<file path="src/rtl/decode_stage_hz.sv">
// decode_stage_hz: decode stage between IF/ID and execute.
//   Contains the register file (write-through bypass), instruction field
//   decode, immediate sign-extension, the ID/EX pipeline register with
//   hold/flush, load-use hazard detection with automatic bubble insertion,
//   and a saturating count of inserted bubbles.
// Ports:
//   clk, reset                 rising-edge clock, async active-low reset
//   StallE / FlushE            hold ID/EX / load a bubble into ID/EX
//   RegWriteW, RdW, ResultW    writeback port into the register file
//   InstrD, PCD                instruction and its PC in decode
//   *E outputs                 registered ID/EX contents
//   RS1E, RS2E                 source addresses for the forwarding unit
//   LoadUseStallD              combinational; fetch must hold IF/ID
//   BubbleCount                bubbles inserted since reset (saturating)
module decode_stage_hz #(
  parameter int INSTR_W  = 20,
  parameter int DATA_W   = 19,
  parameter int PC_W     = 15,
  parameter int A_W      = 5,
  parameter int NUM_REGS = 19,
  parameter int OP_W     = 5,
  parameter int CNT_W    = 16
) (
  input  logic               clk,
  input  logic               reset,
  input  logic               StallE,
  input  logic               FlushE,
  input  logic               RegWriteW,
  input  logic [A_W-1:0]     RdW,
  input  logic [DATA_W-1:0]  ResultW,
  input  logic [INSTR_W-1:0] InstrD,
  input  logic [PC_W-1:0]    PCD,
  output logic               RegWriteE,
  output logic               MemWriteE,
  output logic               JumpE,
  output logic               ALUSrcE,
  output logic               ResultSrcE,
  output logic               Cant_ByteE,
  output logic               ValidE,
  output logic [1:0]         BranchE,
  output logic [2:0]         ALUControlE,
  output logic [DATA_W-1:0]  RD1E,
  output logic [DATA_W-1:0]  RD2E,
  output logic [DATA_W-1:0]  ImmExtE,
  output logic [PC_W-1:0]    PCE,
  output logic [A_W-1:0]     RDE,
  output logic [A_W-1:0]     RS1E,
  output logic [A_W-1:0]     RS2E,
  output logic               LoadUseStallD,
  output logic [CNT_W-1:0]   BubbleCount
);

  localparam int IMM_W = INSTR_W - OP_W - 2*A_W;
  localparam logic [A_W:0] NREGS = NUM_REGS[A_W:0];

  typedef struct packed {
    logic              reg_write;
    logic              mem_write;
    logic              jump;
    logic              alu_src;
    logic              result_src;
    logic              cant_byte;
    logic              valid;
    logic [1:0]        branch;
    logic [2:0]        alu_ctl;
    logic [DATA_W-1:0] rd1;
    logic [DATA_W-1:0] rd2;
    logic [DATA_W-1:0] imm;
    logic [PC_W-1:0]   pc;
    logic [A_W-1:0]    rd;
    logic [A_W-1:0]    rs1;
    logic [A_W-1:0]    rs2;
  } idex_t;

  logic [DATA_W-1:0] r_regs [NUM_REGS];
  idex_t             r_idex;
  logic [CNT_W-1:0]  r_bcnt;

  logic [OP_W-1:0]   w_op;
  logic [A_W-1:0]    w_rd, w_rs1, w_rs2, w_srcb;
  logic [IMM_W-1:0]  w_imm;
  logic              w_is_store, w_is_branch;
  logic              w_load_use;
  idex_t             w_dec;

  assign w_op  = InstrD[OP_W-1:0];
  assign w_rd  = InstrD[OP_W +: A_W];
  assign w_rs1 = InstrD[OP_W+A_W +: A_W];
  assign w_rs2 = InstrD[OP_W+2*A_W +: A_W];
  assign w_imm = InstrD[INSTR_W-1 : OP_W+2*A_W];

  // Stores and branches carry their second source in the rd field.
  assign w_is_store  = (w_op[4:3] == 2'b10) && (w_op[2:1] == 2'b01);
  assign w_is_branch = (w_op[4:3] == 2'b11) && (w_op[2:0] != 3'd0) && (w_op[2] == 1'b0);
  assign w_srcb      = (w_is_store || w_is_branch) ? w_rd : w_rs2;

  function automatic logic in_range(input logic [A_W-1:0] a);
    return ({1'b0, a} < NREGS);
  endfunction

  // r0 and unimplemented addresses read zero; a same-cycle write wins.
  function automatic logic [DATA_W-1:0] rf_read(input logic [A_W-1:0] a);
    logic [DATA_W-1:0] d;
    d = '0;
    if (a != '0 && in_range(a)) begin
      if (RegWriteW && RdW == a) d = ResultW;
      else                       d = r_regs[a];
    end
    return d;
  endfunction

  always_ff @(posedge clk or negedge reset) begin
    if (!reset) begin
      for (int i = 0; i < NUM_REGS; i++) r_regs[i] <= '0;
    end else if (RegWriteW && RdW != '0 && in_range(RdW)) begin
      r_regs[RdW] <= ResultW;
    end
  end

  always_comb begin
    w_dec       = '0;
    w_dec.valid = 1'b1;
    w_dec.rd1   = rf_read(w_rs1);
    w_dec.rd2   = rf_read(w_srcb);
    w_dec.imm   = {{(DATA_W-IMM_W){w_imm[IMM_W-1]}}, w_imm};
    w_dec.pc    = PCD;
    w_dec.rd    = w_rd;
    w_dec.rs1   = w_rs1;
    w_dec.rs2   = w_srcb;
    case (w_op[4:3])
      2'b00: begin
        w_dec.reg_write = 1'b1;
        w_dec.alu_ctl   = w_op[2:0];
      end
      2'b01: begin
        w_dec.reg_write = 1'b1;
        w_dec.alu_src   = 1'b1;
        w_dec.alu_ctl   = w_op[2:0];
      end
      2'b10: begin
        case (w_op[2:0])
          3'b000: begin w_dec.alu_src = 1'b1; w_dec.reg_write = 1'b1; w_dec.result_src = 1'b1; end
          3'b001: begin w_dec.alu_src = 1'b1; w_dec.reg_write = 1'b1; w_dec.result_src = 1'b1;
                        w_dec.cant_byte = 1'b1; end
          3'b010: begin w_dec.alu_src = 1'b1; w_dec.mem_write = 1'b1; end
          3'b011: begin w_dec.alu_src = 1'b1; w_dec.mem_write = 1'b1; w_dec.cant_byte = 1'b1; end
          default: ;
        endcase
      end
      default: begin
        case (w_op[2:0])
          3'b000: begin w_dec.jump = 1'b1; w_dec.alu_src = 1'b1; end
          3'b001, 3'b010, 3'b011: begin
            w_dec.branch  = w_op[1:0];
            w_dec.alu_ctl = 3'b001;
          end
          default: ;
        endcase
      end
    endcase
  end

  // A load in execute whose destination feeds this instruction.
  assign w_load_use = r_idex.valid & r_idex.result_src & r_idex.reg_write &
                      (r_idex.rd != '0) & ((r_idex.rd == w_rs1) | (r_idex.rd == w_srcb));

  always_ff @(posedge clk or negedge reset) begin
    if (!reset) begin
      r_idex <= '0;
      r_bcnt <= '0;
    end else if (FlushE || (!StallE && w_load_use)) begin
      r_idex <= '0;
      if (r_bcnt != '1) r_bcnt <= r_bcnt + 1'b1;
    end else if (!StallE) begin
      r_idex <= w_dec;
    end
  end

  assign RegWriteE     = r_idex.reg_write;
  assign MemWriteE     = r_idex.mem_write;
  assign JumpE         = r_idex.jump;
  assign ALUSrcE       = r_idex.alu_src;
  assign ResultSrcE    = r_idex.result_src;
  assign Cant_ByteE    = r_idex.cant_byte;
  assign ValidE        = r_idex.valid;
  assign BranchE       = r_idex.branch;
  assign ALUControlE   = r_idex.alu_ctl;
  assign RD1E          = r_idex.rd1;
  assign RD2E          = r_idex.rd2;
  assign ImmExtE       = r_idex.imm;
  assign PCE           = r_idex.pc;
  assign RDE           = r_idex.rd;
  assign RS1E          = r_idex.rs1;
  assign RS2E          = r_idex.rs2;
  assign LoadUseStallD = w_load_use;
  assign BubbleCount   = r_bcnt;

endmodule
</file>
<file path="config.mk">
export PLATFORM = sky130hd
export DESIGN_NAME = decode_stage_hz
export DESIGN_NICKNAME = d
export VERILOG_FILES = /design/src/rtl/decode_stage_hz.sv
export SDC_FILE = /design/constraint.sdc
export NUM_CORES = 1
export LEC_CHECK = 0
export BUFFER_PORTS_ARGS = -buffer_cell sky130_fd_sc_hd__clkbuf_2
export CELL_PAD_IN_SITES_DETAIL_PLACEMENT = 0
export CELL_PAD_IN_SITES_GLOBAL_PLACEMENT = 1
export CORE_MARGIN = 2
export CORE_UTILIZATION = 50
export DETAILED_ROUTE_END_ITERATION = 7
export PLACE_DENSITY = 0.79
export SETUP_SLACK_MARGIN = 0.5
export SYNTH_ARGS = -nofsm -noshare
export SYNTH_HDL_FRONTEND = slang
export SYNTH_SLANG_ARGS = --single-unit
</file>
<file path="constraint.sdc">
create_clock -name clk -period 6.9 [get_ports clk]
set_input_delay 0.345 -clock clk [delete_from_list [all_inputs] [get_ports clk]]
set_output_delay 0.345 -clock clk [all_outputs]
set_load 0.005 [all_outputs]
</file>
==> reports/metrics.yaml, run 1 <==
place:
  placement.cell_area_sq_um: 25200
  dpl_worst_slack_ns: 3.07
  post-dp-hpwl_microns: 44700
  place.port_buffers: 179
  gp_congestion: 0.850
worst_setup_path:
  critical-path-top-cell-by-count: "buf_4"
  critPathSlowestCell: "nand2_1"
  worstPathMaxFanout: 42
  end_kind: "flop"
  critical_path.cell_chain: "clkbuf_2 > nand2b_2 > nor2_1 > buf_4 > mux2i_4 > buf_4 > xnor2_1 > o31ai_1 > a211oi_4 > buf_4 > nand2_1 > o21ai_0"
  reg2reg_setup_slack_ns: 3.71
  worst-endpoint-required_ns: 7.41
  worst-setup-path-type: "in2reg"
  timing.critical_path.slowest_cell_delay_ns: 0.63
  critical_path.startpoint_type: "input pin"
  worstPathArrival_ns: 3.78
synthesis:
  synth_async_sr_flop_share_pct: 100
  ys_seq_elements: 462
  netlist_area_sq_um: 24000
  synth.avg_cell_area_sq_um: 11.2
  synthDominantCellAreaShare_pct: 48.3
  cell_type_with_the_highest_aggregate_area_in_the_netlist: "dfrtp_1"
  syn-num-nets: 2196
  yosysUniqueCellTypes: 62
  yosys_warnings: 0
  synth_enable_flop_cells: 0
  synthTopCellsByArea: "dfrtp_1 (48%), mux2_2 (14%), mux4_2 (8.9%), nand2_1 (5.4%), mux2i_1 (3.7%)"
  synth-seq-area-share_pct: 48.3
  postSynthCellCount: 2131
  ys.flop_type: "dfrtp_1"
timing:
  post-route-min-period_ns: 3.27
  max_freq_mhz: 306
  hold_viol_final: 0
  rsz0062_at_grt: "false"
  finalSetupViolations: 0
  least_setup_slack_across_all_paths_after_layout_ns: 3.63
  slew_headroom_pct: 19.0
  report.final.slew_viol_count: 0
  min_period_over_period_pct: 47.4
  worst_case_clock_skew_ns: 0.0154
  worst_slew_pin_slew_ns: 1.21
  whs_ns: 0.0349
  fin_tns_setup_ns: 0
finish:
  finish.instance_area_sq_um: 27000
  areaGrowthSynthToFinish_pct: 12.9
  layout_common_cells: "dfrtp_1 (462), nand2_1 (336), mux2_2 (288)"
  final_layout_size_suffix_gt1_share_pct: 32.2
  commonest_non_fill_non_tap_cell_in_the_layout: "dfrtp_1"
  layout.filler_cells: 3991
  final_net_count: 2258
clock_network:
  numCtsBuffers: 50
  clock-sinks: 462
  maximum_buffer_depth_of_the_clock_tree: 3
  clock_root_buffer: "clkbuf_16"
  clk_pin_slew_worst_paths_ns: 0.06
  buffers_inserted_during_post_cts_setup_optimization: 0
  cts_tree: "built"
  post_cts.resized_instances: 0
  cts.htree.levels: 2
  clock_insertion_delay_worst_skew_ns: 0.60
worst_hold_path:
  path_class_of_the_lowest_slack_min_delay_path: "in2reg"
global_route:
  first_global_vias: 18000
  global_routing_usage_summed_across_all_routing_layers_pct: 30.6
  global_route_overflow: 0
  grt_start_max_net_pins: 189
  antenna_found_initial: 3
  first_pass_grt_wire_length_microns: 115000
floorplan:
  die_area_sq_um: 49700
  fp.dieH_microns: 223
  die_width_microns: 223
  start_util_pct: 50.4
  row_count: 80
  pin_count: 180
  floorplan.core_area_sq_um: 47500
outcome:
  status: "complete, no violations"
route:
  detail_route.wl_per_cell_microns: 26.3
  finalWirelength_microns: 75000
  firstDrtPassIters: 5
  drt_iter0_drc: 1850
  routed_via_density: 6.39
  drt_drc_violations_left: 0
  vias: 18200
  drt.antenna.violating_nets: 0
power:
  netSwitchingPower_mw: 2.19
  internal_power_mw: 5.52
  ir_worst_vdd_uv: 179
  design_power_total_mw: 7.71
  leakagePower_nw: 12.1
  cellPowerDensity_nw_per_um2: 285
  seqPwrFrac_pct: 45.3
  net_sw_share_pct: 28.5
  p_clk_share_pct: 36.1
  combPwrFrac_pct: 18.6
flow_run:
  maxCapViolCount: 0
final cells by class:
class                      instances  area, sq um  share of cell area [%]
antenna                            3         7.51                  0.0278
clock buffer                      70         1460                    5.39
clock inverter                    19          224                   0.828
inverter                          30          113                   0.416
multi-input combinational       1418        11500                    42.6
sequential                       462        11600                    42.7
tap                              615          769                    2.84
timing repair buffer             231         1390                    5.12
cell usage after synthesis, types with 4 or more instances:
cell type,number
dfrtp_1,462
xor2_1,8
nand2b_1,11
o31ai_1,6
o22ai_1,30
nor2b_1,7
o21ai_1,4
mux2_2,288
nand4_1,29
nor2_1,41
mux4_2,95
a31oi_1,25
nand3_1,114
and2_1,6
a22o_1,50
nand3b_1,4
a32oi_1,18
a211oi_1,4
o21ai_0,84
a21oi_1,48
inv_1,30
nor3_1,4
and3_1,13
mux2i_1,88
xnor2_1,20
buf_1,20
buf_2,5
buf_4,14
nand2_1,345
o2bb2ai_1,19
a32o_1,17
clkbuf_1,181
worst max-delay path: cells and delay by family:
kind | cells | cell delay, ns
mux | 1 | 0.24
simple gates | 3 | 0.97
xor+xnor | 1 | 0.20
buf+inv | 4 | 1.24
compound gates | 3 | 0.75
per-layer routing:
layer / global-route usage (%) / part of all wire (%) / vias to the layer above
met1: 42.7 / 42 / 9330
li1: - / - / 7841
met3: 5.95 / 8.2 / 169
met5: 0 / 0 / -
met2: 47.3 / 45 / 845
met4: 12.1 / 3.9 / 0
state kept, by name, indices dropped and copies added, names as in the netlist:
name / flops
Cant_ByteE: 1
ValidE: 1
ALUControlE: 3
BubbleCount: 16
MemWriteE: 1
RegWriteE: 1
RD1E: 19
JumpE: 1
ResultSrcE: 1
RD2E: 19
r_regs: 361
ImmExtE: 5
ALUSrcE: 1
RDE: 5
PCE: 15
RS1E: 5
BranchE: 2
RS2E: 5
metrics by stage:
step                cells  util (%)
global route         2848      56.9
finish               2848      56.9
floorplan            2131         -
global placement     2739      53.0
CTS                  2845      56.9
detailed placement   2739      53.0
worst paths after layout:
path	startpoint	endpoint	cells after the start
max	InstrD[2]	RD1E[6]$_DFFE_PN0P_	12
min	InstrD[9]	RDE[4]$_DFFE_PN0P_	2
max reg2reg	RDE[1]$_DFFE_PN0P_	RD1E[6]$_DFFE_PN0P_	7
min reg2reg	r_regs[358]$_DFFE_PN0P_	r_regs[358]$_DFFE_PN0P_	0
max in group asynchronous	reset	r_regs[272]$_DFFE_PN0P_	3
min in group asynchronous	reset	PCE[4]$_DFFE_PN0P_	2
kinds of logic after synthesis:
kind of cell | count (synthesis) | synth area share (%)
AO/OA/AOI/OAI | 323 | 9.18
XOR/XNOR | 28 | 1.02
adder cells (fa/ha/maj) | 1 | 0.0522
buffers and inverters | 251 | 4.21
flip-flops | 462 | 48.3
multiplexers | 471 | 26.2
AND/OR/NAND/NOR | 595 | 11.1
repair_timing:
action / CTS / global route
hold buffers: 17 / 0
hold endpoints to repair: 118 / 0
endpoints found under the setup margin: 0 / 0
power groups by stage:
stage                     Combinational, mW  Sequential [mW]  Clock [mW]
after floorplan                        1.02             3.42           0
after global placement                 1.38             3.49           0
after detailed placement               1.42             3.52           0
after CTS                              1.43             3.48        2.82
after global routing                   1.57             3.54        2.92
final                                  1.44             3.49        2.78
Power figures use the tool's default switching activity.
==> inputs of run 2 (changes only) <==
Settings changed: CORE_UTILIZATION 50 to 49, PLACE_DENSITY 0.79 to 0.77.
Clock period 6.9 ns to 3.3 ns, I/O delays scaled along.
==> run 2 against run 1 <==
Compared with the run above: worst hold slack worse by 0.027 ns; flip-flop and latch count unchanged; utilization up 0.34 points; design area up 2.7%; via count up 1.6%; power up 110%; final cell count up 3.0%; clock-buffer cell count up 1; combinational power up 110%; sequential share of layout area down 1.1 points; setup slack worse by 3.0 ns; register-to-register slack worse by 3.1 ns; largest cell class unchanged; largest power group unchanged.
==> reports/metrics.yaml, run 2 (synthesis gave the netlist of run 1 again) <==
timing:
  fin_tns_setup_ns: 0  # unchanged
  finalSetupViolations: 0  # unchanged
  slew_headroom_pct: 40.7  # was 19.0%
  hold_viol_final: 0  # unchanged
  worst_slew_pin_slew_ns: 0.887  # was 1.21 ns
  rsz0062_at_grt: "false"  # unchanged
  worst_case_clock_skew_ns: 0.0232  # was 0.0154 ns
  report.final.slew_viol_count: 0  # unchanged
  max_freq_mhz: 371
  post-route-min-period_ns: 2.70
  min_period_over_period_pct: 81.7
  least_setup_slack_across_all_paths_after_layout_ns: 0.605  # was 3.63 ns
floorplan:
  fp.dieH_microns: 225  # was 223 microns
  die_width_microns: 225  # was 223 microns
  start_util_pct: 49.3  # was 50.4%
  pin_count: 180  # unchanged
  floorplan.core_area_sq_um: 48500  # was 47500 sq um
  row_count: 81  # was 80
  die_area_sq_um: 50700  # was 49700 sq um
finish:
  commonest_non_fill_non_tap_cell_in_the_layout: "dfrtp_1"  # unchanged
  layout_common_cells: "dfrtp_1 (462), nand2_1 (343), mux2_2 (288)"  # was dfrtp_1 (462), nand2_1 (336), mux2_2 (288)
  final_layout_size_suffix_gt1_share_pct: 32.9  # was 32.2%
  register_with_the_highest_flop_count: "r_regs"  # unchanged
  final_net_count: 2333  # was 2258
  largest_reg_flops: 361  # unchanged
  areaGrowthSynthToFinish_pct: 16.0  # was 12.9%
clock_network:
  clock_root_buffer: "clkbuf_16"  # unchanged
  maximum_buffer_depth_of_the_clock_tree: 3  # unchanged
  cts_tree: "built"  # unchanged
  numCtsBuffers: 50  # unchanged
  clock_insertion_delay_worst_skew_ns: 0.61  # was 0.60 ns
  clock-sinks: 462  # unchanged
  cts.htree.levels: 2  # unchanged
  clk_pin_slew_worst_paths_ns: 0.07  # was 0.06 ns
worst_setup_path:
  worstPathMaxFanout: 6  # was 42
  r2r_end: "BubbleCount[1]$_DFFE_PN0P_"  # was RD1E[6]$_DFFE_PN0P_
  critical_path.startpoint_type: "flop"  # was input pin
  critPathSlowestCell: "or4b_4"  # was nand2_1
  end_kind: "output port"  # was flop
  worst-endpoint-required_ns: 3.13  # was 7.41 ns
  reg2reg_setup_slack_ns: 0.64  # was 3.71 ns
  worstPathArrival_ns: 2.53  # was 3.78 ns
  worst_r2r_path_depth: 5  # was 7
  critical_path.cell_chain: "and3_1 > or4b_4 > o31ai_2 > nand2_1 > inv_1 > clkbuf_2"  # was clkbuf_2 > nand2b_2 > nor2_1 > buf_4 > mux2i_4 > buf_4 > xnor2_1 > o31ai_1 > a211oi_4 > buf_4 > nand2_1 > o21ai_0
  worst-setup-path-type: "reg2out"  # was in2reg
  startpoint: "RDE[4]$_DFFE_PN0P_"  # was InstrD[2]
  timing.critical_path.slowest_cell_delay_ns: 0.52  # was 0.63 ns
  timing.rr.start: "RDE[4]$_DFFE_PN0P_"  # was RDE[1]$_DFFE_PN0P_
route:
  detail_route.wl_per_cell_microns: 26.2  # was 26.3 microns
  finalWirelength_microns: 76800  # was 75000 microns
  vias: 18500  # was 18200
  drt_drc_violations_left: 0  # unchanged
  firstDrtPassIters: 5  # unchanged
  routed_via_density: 6.30  # was 6.39
  drt.antenna.violating_nets: 0  # unchanged
  drt_iter0_drc: 1837  # was 1850
flow_run:
  maxCapViolCount: 0  # unchanged
place:
  gp_congestion: 0.870  # was 0.850
  dpl_worst_slack_ns: 0.148  # was 3.07 ns
  place.port_buffers: 179  # unchanged
  post-dp-hpwl_microns: 48400  # was 44700 microns
global_route:
  global_routing_usage_summed_across_all_routing_layers_pct: 30.6  # about the same
  antenna_found_initial: 4  # was 3
  grt_start_max_net_pins: 91  # was 189
  global_route_overflow: 0  # unchanged
  first_global_vias: 18500  # was 18000
  first_pass_grt_wire_length_microns: 116000  # was 115000 microns
power:
  leakagePower_nw: 12.4  # was 12.1 nW
  ir_worst_vdd_uv: 405  # was 179 uV
  cellPowerDensity_nw_per_um2: 576  # was 285 nW/um^2
worst_hold_path:
  worstHoldStart: "InstrD[10]"  # was InstrD[9]
  endpoint_worst_hold: "RS1E[0]$_DFFE_PN0P_"  # was RDE[4]$_DFFE_PN0P_
  min_path_cells: 2  # unchanged
  path_class_of_the_lowest_slack_min_delay_path: "in2reg"  # unchanged
outcome:
  status: "complete, no violations"  # unchanged
-- run 2: timing repair --
action | CTS | global route
endpoints found under the setup margin | 21 | 0
endpoints found under the hold margin | 141 | 0
buffers inserted | 3 | 0
hold buffers | 38 | 0
gates resized for setup | 1 | 0
-- run 2: cell type report --
cell class                 instances  area, sq um
inverter                          30          113
fill                            4061        20800
tap                              622          778
timing repair buffer             305         2180
sequential                       462        11600
antenna                            3         7.51
clock inverter                    21          218
multi-input combinational       1419        11500
clock buffer                      71         1410
-- run 2: how the worst max path moves through the flow --
stage                                       end  cells past startpoint
global route                      LoadUseStallD                      6
CTS                               LoadUseStallD                      6
detailed placement         RD2E[17]$_DFFE_PN0P_                     10
global placement           RD2E[17]$_DFFE_PN0P_                     10
finish                            LoadUseStallD                      6
floorplan           BubbleCount[10]$_DFFE_PN0P_                     10
-- run 2: power breakdown --
part | internal [mW] | switching, mW | leakage (nW)
Sequential | 6.57 | 0.720 | 6.02
Clock | 3.22 | 2.39 | 0.796
Combinational | 1.58 | 1.51 | 5.63
Total | 11.4 | 4.62 | 12.4
-- run 2: per-layer routing --
layer  up-vias  share of wire, %  track usage, %  wire length (microns)
met3       178               9.1            6.41                   6960
met4         2               3.5            11.6                   2680
met5         -             0.018               0                     14
met1      9404                41            41.2                  31200
li1       7998                 -               -                      -
met2       891                47            48.9                  36000
-- run 2: critical path: cells and delay by family (launching register included) --
family | cells | cell delay [ns]
simple gates | 3 | 0.86
buf+inv | 2 | 0.19
flops | 1 | 0.46
compound gates | 1 | 0.41
-- run 2: metrics by stage --
step	power, mW	hold slack (ns)	instance area [sq um]	cells	util (%)
5_1_grt	16.7	0.0291	27800	2932	57.2
3_5_place_dp	10.4	0.223	25700	2796	53.0
6_report	16.0	0.00791	27800	2933	57.2
4_1_cts	16.1	0.000338	27800	2930	57.2
3_3_place_gp	10.2	0.213	25700	2796	53.0
2_1_floorplan	9.28	-0.131	24000	2131	-
